## src/rtl/fp_norm_round.sv

```systemverilog
// Normalise-and-round stage for a single-precision adder: left-normalises a raw
// 25-bit magnitude, rounds to nearest-even, and packs an IEEE-754 single.
module fp_norm_round (
   input  logic        clk,
   input  logic        rst,
   input  logic        in_valid,
   output logic        in_ready,
   input  logic        in_sign,
   input  logic [8:0]  in_exp,
   input  logic [24:0] in_mant,
   input  logic        in_sticky,
   output logic        out_valid,
   input  logic        out_ready,
   output logic [31:0] out_data,
   output logic        out_overflow,
   output logic        out_underflow
);

   typedef enum logic [1:0] {IDLE, NORM, ROUND, OUT} state_t;

   state_t      state, state_next;
   logic [24:0] m;
   logic [8:0]  e;
   logic        sgn;
   logic        stk;
   logic        unf;

   logic        m_zero;
   logic        norm_done;
   logic        unf_now;

   logic [22:0] f;
   logic        inc;
   logic [23:0] f_sum;
   logic [9:0]  e_rnd;
   logic [31:0] result;
   logic        result_ovf;

   // A zero exponent is always an underflow, even if the mantissa is already normal.
   always_comb begin
      m_zero    = (m == '0);
      unf_now   = !m_zero && ((e == 9'd0) || (!m[24] && (e == 9'd1)));
      norm_done = m_zero || m[24] || (e <= 9'd1);
   end

   // Round-to-nearest-even; a carry out of the fraction leaves f_sum[22:0] at zero.
   always_comb begin
      f          = m[23:1];
      inc        = m[0] && (stk || f[0]);
      f_sum      = {1'b0, f} + 24'(inc);
      e_rnd      = {1'b0, e} + 10'(f_sum[23]);
      result_ovf = 1'b0;
      if (m_zero) begin
         result = '0;
      end else if (unf) begin
         result = {sgn, 31'd0};
      end else if (e_rnd >= 10'd255) begin
         result     = {sgn, 8'hFF, 23'd0};
         result_ovf = 1'b1;
      end else begin
         result = {sgn, e_rnd[7:0], f_sum[22:0]};
      end
   end

   always_ff @(posedge clk or posedge rst) begin
      if (rst) state <= IDLE;
      else     state <= state_next;
   end

   always_comb begin
      state_next = state;
      case (state)
         IDLE:    if (in_valid)  state_next = NORM;
         NORM:    if (norm_done) state_next = ROUND;
         ROUND:                  state_next = OUT;
         OUT:     if (out_ready) state_next = IDLE;
         default:                state_next = IDLE;
      endcase
   end

   always_comb begin
      in_ready  = (state == IDLE);
      out_valid = (state == OUT);
   end

   always_ff @(posedge clk or posedge rst) begin
      if (rst) begin
         m             <= '0;
         e             <= '0;
         sgn           <= 1'b0;
         stk           <= 1'b0;
         unf           <= 1'b0;
         out_data      <= '0;
         out_overflow  <= 1'b0;
         out_underflow <= 1'b0;
      end else begin
         case (state)
            IDLE: begin
               if (in_valid) begin
                  m   <= in_mant;
                  e   <= in_exp;
                  sgn <= in_sign;
                  stk <= in_sticky;
                  unf <= 1'b0;
               end
            end
            NORM: begin
               if (!norm_done) begin
                  m <= {m[23:0], 1'b0};
                  e <= e - 9'd1;
               end else if (unf_now) begin
                  unf <= 1'b1;
               end
            end
            ROUND: begin
               out_data      <= result;
               out_overflow  <= result_ovf;
               out_underflow <= unf && !m_zero;
            end
            OUT: begin
               if (out_ready) begin
                  out_overflow  <= 1'b0;
                  out_underflow <= 1'b0;
               end
            end
            default: ;
         endcase
      end
   end

endmodule

```

## config.mk

```make
export PLATFORM = sky130hd
export DESIGN_NAME = fp_norm_round
export DESIGN_NICKNAME = d
export VERILOG_FILES = /design/src/rtl/fp_norm_round.sv
export SDC_FILE = /design/constraint.sdc
export NUM_CORES = 1
export LEC_CHECK = 0
export CORE_MARGIN = 1
export CORE_UTILIZATION = 35
export CTS_CLUSTER_DIAMETER = 30
export CTS_CLUSTER_SIZE = 24
export DETAILED_ROUTE_END_ITERATION = 7
export DONT_BUFFER_PORTS = 1
export GPL_ROUTABILITY_DRIVEN = 0
export HOLD_SLACK_MARGIN = 0.12
export PLACE_DENSITY_LB_ADDON = 0.3
export SYNTH_ARGS = -nofsm -noshare
export SYNTH_HDL_FRONTEND = slang
export SYNTH_SLANG_ARGS = --single-unit
```

## constraint.sdc

```tcl
create_clock -name clk -period 3.71 [get_ports clk]
set_input_delay 0.371 -clock clk [delete_from_list [all_inputs] [get_ports clk]]
set_output_delay 0.371 -clock clk [all_outputs]
set_load 0.02 [all_outputs]
```

==> summary.txt, run 1 <==
outcome -> completed
Crit Path Max Fanout -> 21
Slew Viols, Final -> 0
I/O Pins -> 76
Post-DRT Antenna Nets -> 0
Synth Flop Type -> dfrtp_1
Clock Skew -> 0.008391 ns
CTS buffer count -> 9
Seq/Total Area, Yosys -> 42.80%
worst slew pin tran -> 0.8179 ns
Cells after DPL -> 560
Yosys top cell area share -> 42.80%
antenna diode count -> 0
Setup Crit Path Kind -> reg2reg
Layout Cells excl Fill -> 576
startpoint types -> register
worst r2r path cells -> 11
Total Wirelength -> 12,040 µm
slew margin rel. -> 44.97%
Hold Path Class -> in2reg
Avg Inst Size Synth -> 9.678 µm²
H-tree depth -> 3
largest net degree at the start of global routing -> 48
hpwl dp -> 8238 µm
Arrival @ worst endpoint -> 3.58 ns
layout cells sized above 1 -> 12.01%
fin crit period -> 3.323 ns
via-per-instance ratio -> 6.194
CP Depth -> 11
Fillers -> 1,115
critical path's top delay family -> simple AND/OR/NAND/NOR gates
GR Util All Layers -> 19.97%
first-pass GRT wire length -> 19,520 µm
post-synthesis to final-layout area growth -> 10.23%
Peak VDD IR -> 303.2 µV
top cells by area, synth -> dfrtp_1 43%, o22ai_1 4.4%, xnor2_1 4.3%
Final setup viols -> 0
TritonCTS clock tree -> done
total die area -> 0.01264 mm²
Async S/R FF share, synth -> 100.0%
Synth Register Bits -> 73
count of buffer and inverter cells on the critical path -> 0
Post-Syn Area -> 0.004268 mm²
drt first pass iters -> 6
worst skew pair latency -> 0.34 ns
CP peak stage delay -> 0.45 ns
clk buf depth -> 2
CP max-delay cell -> dfrtp_1
CTS root buffer -> clkbuf_16
grt ovf -> 0
Die Y -> 112.4 µm
post-route design area -> 0.004705 mm²
hold_ws -> 0.1569 ns
Post-synth EDFFs -> 0
worst hold path depth -> 2
Post-CTS Setup Repair Bufs -> 0
max-cap violations -> 0
Synth warnings -> 0
Post-Synthesis Cells -> 441
Total Power -> 4.974 mW
setup total negative slack -> 0 ns
area of the multi-input gates -> 0.002212 mm²
Final nets -> 478
initial antenna violation count -> 0
die width -> 112.4 µm
CP Capture Type -> register
final worst slack -> 0.3873 ns
Synth cell types -> 56
FMAX -> 301.0 MHz
starting DRC count in detailed routing -> 273
initial core utilization -> 36.59%
Fin. Hold Viols -> 0
via count -> 3,568
Area after DPL -> 0.004358 mm²
Seq. cell area -> 0.001827 mm²
Final Cycle Share -> 89.56%
CP required -> 3.97 ns
RSZ-0062 raised after global routing -> false
pwr dens -> 1057 mW/mm²
Mapped Nets -> 490
clk slew on worst S/H paths -> 0.06 ns
CTS Sinks -> 73
Port-buffer cells -> 0
Layout Utilization -> 40.34%
crit path cell chain -> and3_1 > or3b_1 > nor2_1 > nand2_1 > nor3_1 > ha_1 > nand4_1 > nor3_2 > mux2_2 > a211o_4 > o2bb2ai_1
Routed wire per std cell -> 20.90 µm
cell leakage power -> 1.791 nW
drc violations -> 0
area of the core -> 0.01166 mm²
post-synth top area cell -> dfrtp_1
vias in the first global route -> 3,466
dpl ws -> 0.02190 ns
num rows -> 39
[worst register-to-register path: cells and delay by family (launching register included)]
kind	cells	cell delay, ns
adder cells (fa/ha/maj)	1	0.28
AND/OR/NAND/NOR	7	1.53
flip-flops	1	0.45
AO/OA/AOI/OAI	2	0.60
multiplexers	1	0.39
[registers in the layout (all words and copies together) (netlist names)]
register and cells:
out_data 32, m 25, e 9, state 2, out_overflow 1, out_underflow 1, sgn 1, stk 1
unf 1
[worst paths after layout]
kind	to	slack, ns	startpoint
setup / recovery	out_data[7]$_DFFE_PP0P_	0.39	m[6]$_DFFE_PP0P_
hold / removal	m[0]$_DFFE_PP0P_	0.16	in_mant[0]
setup reg to reg	out_data[7]$_DFFE_PP0P_	0.39	m[6]$_DFFE_PP0P_
hold reg to reg	sgn$_DFFE_PP0P_	0.51	sgn$_DFFE_PP0P_
max in group asynchronous	m[24]$_DFFE_PP0P_	2.12	rst
min in group asynchronous	e[5]$_DFFE_PP0P_	0.56	rst
[layout by cell type, fill, tap and decap left out, drive strengths merged, types with 3 or more instances in the layout]
cell	synthesis	routed
inv	14	14
nor4	12	12
nand4	10	10
o31ai	3	3
a21oi	8	8
clkbuf	19	10
and4	6	6
o2bb2ai	22	22
nor2	43	43
mux2	4	4
buf	19	14
ha	9	9
a311oi	5	5
o22ai	30	30
nor3	14	14
a221oi	22	22
a21o	3	3
a22oi	6	6
mux2i	5	5
xnor2	21	21
nand3	15	15
dfrtp	73	73
xor2	7	7
and3	3	3
nand2b	3	3
nand2	24	24
o21ai	18	18
[Yosys cell counts, types with 3 or more instances]
library cell,number
a21o_1,3
a21oi_1,8
a221oi_1,19
a221oi_2,3
a22oi_1,6
a311oi_1,5
and3_1,3
and4_1,6
buf_2,10
buf_4,3
buf_6,4
clkbuf_1,18
dfrtp_1,73
ha_1,9
inv_1,14
mux2_2,4
mux2i_1,5
nand2_1,24
nand2b_1,3
nand3_1,15
nand4_1,9
nor2_1,42
nor3_1,12
nor4_1,9
o21ai_0,16
o22ai_1,30
o2bb2ai_1,20
o31ai_1,3
xnor2_1,21
xor2_1,7
[cell families after synthesis]
kind of cell	Yosys count	synth area share, %
flops	73	42.80
fa+ha+maj	9	2.639
compound gates	133	23.57
xor+xnor	28	5.746
simple gates	137	17.15
buf+inv	52	5.863
mux	9	2.228
[area by class of cell]
type / count / share of cell area, %
multi-input combinational: 316 / 47.02
sequential: 73 / 38.83
clock buffer: 10 / 5.080
tap: 143 / 3.803
timing repair buffer: 15 / 2.447
clock inverter: 5 / 1.702
inverter: 14 / 1.117
[where the power goes]
group | internal [mW] | total [mW] | switching, mW
logic | 0.871 | 2.12 | 1.25
registers | 1.19 | 1.92 | 0.730
clock network | 0.602 | 0.941 | 0.340
[routing by layer]
layer	wire (µm)	track usage [%]	up-vias	part of all wire, %
met3	1100	6.479	26	9.1
met4	293	8.267	0	2.4
met5	0	0	-	0
met2	5383	29.32	138	45
li1	-	-	1654	-
met1	5260	27.12	1750	44
[timing repair]
action                                  in CTS  in global routing
endpoints found under the setup margin       0                 28
resized for setup                            0                  4
hold buffers                                 1                  0
hold endpoints to repair                    26                  0
No activity file was read; power rests on OpenSTA's default activity.
==> run 2, diff against run 1 <==
- GPL_TIMING_DRIVEN: unset -> 0
==> run 2 against run 1 <==
- non-clock buffer count up 26
- routed wire length fell by 1.7%
- design area is 2.4% higher
- sequential power decreased by 7%
- critical path type unchanged
==> summary.txt, run 2 (synthesized netlist as in run 1, its figures left out) <==
outcome -> completed
CTS root buffer -> clkbuf_16
CP Capture Type -> register
CTS buffer count -> 9 (unchanged)
largest net degree at the start of global routing -> 51 (+6.3%)
Flop pwr share -> 35.9% (-2.6 points)
first-pass GRT wire length -> 19,060 µm (-2.4%)
Fin. Hold Viols -> 0 (unchanged)
Sw Share -> 46.39% (-0.18 points)
Most flops, register -> out_data
met1 WL -> 5255 µm (about the same)
CP peak stage delay -> 0.42 ns (-0.03 ns)
hold_ws -> 0.1756 ns (+0.01867 ns)
Crit Path Max Fanout -> 10 (-52%)
starting DRC count in detailed routing -> 270 (-1.1%)
internal power -> 2.654 mW (-0.14%)
drt first pass iters -> 5 (-1)
Routed wire per std cell -> 19.65 µm (-5.9%)
Final setup viols -> 0 (unchanged)
area of the core -> 0.01166 mm² (unchanged)
I/O Pins -> 76 (unchanged)
commonest non-fill, non-tap cell in the layout -> dfrtp_1
post-synthesis to final-layout area growth -> 12.90%
Slew Viols, Final -> 0 (unchanged)
Final Cycle Share -> 94.46% (+4.9 points)
FMAX -> 285.4 MHz (-5.2%)
Clock Power Share -> 17.8% (-1.1 points)
hpwl dp -> 8680 µm (+5.4%)
Port-buffer cells -> 0 (unchanged)
initial core utilization -> 36.59% (unchanged)
total die area -> 0.01264 mm² (unchanged)
slew margin rel. -> 53.21% (+8.2 points)
grt ovf -> 0 (unchanged)
Most common cell on crit path -> nor3_2
Comb power frac -> 46.3% (+3.7 points)
num rows -> 39 (unchanged)
clk buf depth -> 2 (unchanged)
drc violations -> 0 (unchanged)
setup total negative slack -> 0 ns (unchanged)
Largest register FFs -> 32 (unchanged)
biggest regs -> out_data: 32 flops, m: 25 flops, e: 9 flops
TritonCTS clock tree -> done
vias in the first global route -> 3,583 (+3.4%)
pwr dens -> 1027 mW/mm² (-2.8%)
Total Wirelength -> 11,830 µm (-1.7%)
Post-DRT Antenna Nets -> 0 (unchanged)
Net Switching -> 2.296 mW (-0.85%)
GR Util All Layers -> 19.57% (-0.40 points)
initial antenna violation count -> 0 (unchanged)
count of buffer and inverter cells on the critical path -> 3 (+3)
Setup Crit Path Kind -> reg2reg
worst slew pin tran -> 0.6954 ns (-0.1225 ns)
layout cells sized above 1 -> 13.51% (+1.5 points)
Die Y -> 112.4 µm (unchanged)
max-cap violations -> 0 (unchanged)
cell leakage power -> 1.844 nW (+3.0%)
Total Power -> 4.951 mW (-0.47%)
Final nets -> 504 (+5.4%)
via-per-instance ratio -> 6.085 (-1.8%)
Clock Skew -> 0.005463 ns (-0.002929 ns)
critical path's top delay family -> simple AND/OR/NAND/NOR gates
met2 WL post-DR -> 5331 µm (-0.97%)
startpoint types -> register
CP max-delay cell -> dfrtp_2
CP required -> 3.97 ns (about the same)
Peak VDD IR -> 252.8 µV (-17%)
most frequent cells in the layout -> 70 x dfrtp_1, 42 x nor2_1, 30 x o22ai_1
H-tree depth -> 3 (unchanged)
Hold Path Class -> in2reg
top layer in use -> met4
DR WL met3 -> 932 µm (-15%)
antenna diode count -> 0 (unchanged)
CTS Sinks -> 73 (unchanged)
fin crit period -> 3.504 ns (+0.1817 ns)
via count -> 3,663 (+2.7%)
crit path cell chain -> and3_1 > buf_4 > or3b_1 > buf_6 > nor2_1 > nand2_1 > nor3_2 > ha_2 > nand4_1 > nor3_2 > mux2_2 > a211o_1 > buf_2 > o2bb2ai_1
die width -> 112.4 µm (unchanged)
worst skew pair latency -> 0.34 ns (about the same)
Layout Utilization -> 41.32% (+0.98 points)
Arrival @ worst endpoint -> 3.77 ns (+0.19 ns)
clk slew on worst S/H paths -> 0.06 ns (about the same)
-- run 2: worst register-to-register path, delay by kind of cell (launching register included) --
| family | cells | cell delay [ns] |
|---|---|---|
| buffers and inverters | 3 | 0.52 |
| DFF | 1 | 0.42 |
| adders and majority gates | 1 | 0.26 |
| and+or+nand+nor | 7 | 1.38 |
| muxes | 1 | 0.38 |
| AOI/OAI and AO/OA | 2 | 0.46 |
-- run 2: what timing repair did --
action,CTS,global route
endpoints found under the setup margin,27,27
hold endpoints to repair,23,0
setup buffers,0,3
gates resized for setup,2,5
pin swaps,0,2
hold buffers,1,0
-- run 2: layout make-up --
class                      instances  area, µm²
timing repair buffer               5      60.06
clock buffer                      12      256.5
clock inverter                     3      40.04
inverter                          14      55.05
multi-input combinational        316       2207
tap                              143      178.9
fill                            1133       6844
sequential                        73       1831
buffer                            36      190.2
-- run 2: metal layers --
metal	GRT usage, %	up-vias
li1	-	1709
met2	30.02	124
met3	5.994	24
met5	0	-
met4	9.956	0
met1	25.01	1806
-- run 2: power groups by stage --
stage / Clock, mW / Sequential, mW / Combinational [mW]
CTS: 0.892 / 1.76 / 2.31
finish: 0.882 / 1.78 / 2.29
global placement: 0 / 1.75 / 2.25
global route: 0.928 / 1.84 / 2.54
detailed placement: 0 / 1.77 / 2.29
floorplan: 0 / 1.64 / 1.82
-- run 2: through the flow --
stage,area [µm²],setup WS [ns],std cells
floorplan,4268,0.3944,441
global placement,4447,-0.1419,584
detailed placement,4477,-0.1653,585
CTS,4793,0.01519,601
global route,4818,-0.02167,602
finish,4818,0.2056,602
-- run 2: final timing paths --
kind	from	end	slack (ns)	cells past startpoint
max reg2reg	m[6]$_DFFE_PP0P_	out_data[5]$_DFFE_PP0P_	0.21	14
max	m[6]$_DFFE_PP0P_	out_data[5]$_DFFE_PP0P_	0.21	14
max in group asynchronous	rst	m[8]$_DFFE_PP0P_	2.65	3
min in group asynchronous	rst	out_underflow$_DFFE_PP0P_	0.49	2
min reg2reg	stk$_DFFE_PP0P_	stk$_DFFE_PP0P_	0.51	1
min	in_mant[0]	m[0]$_DFFE_PP0P_	0.18	2
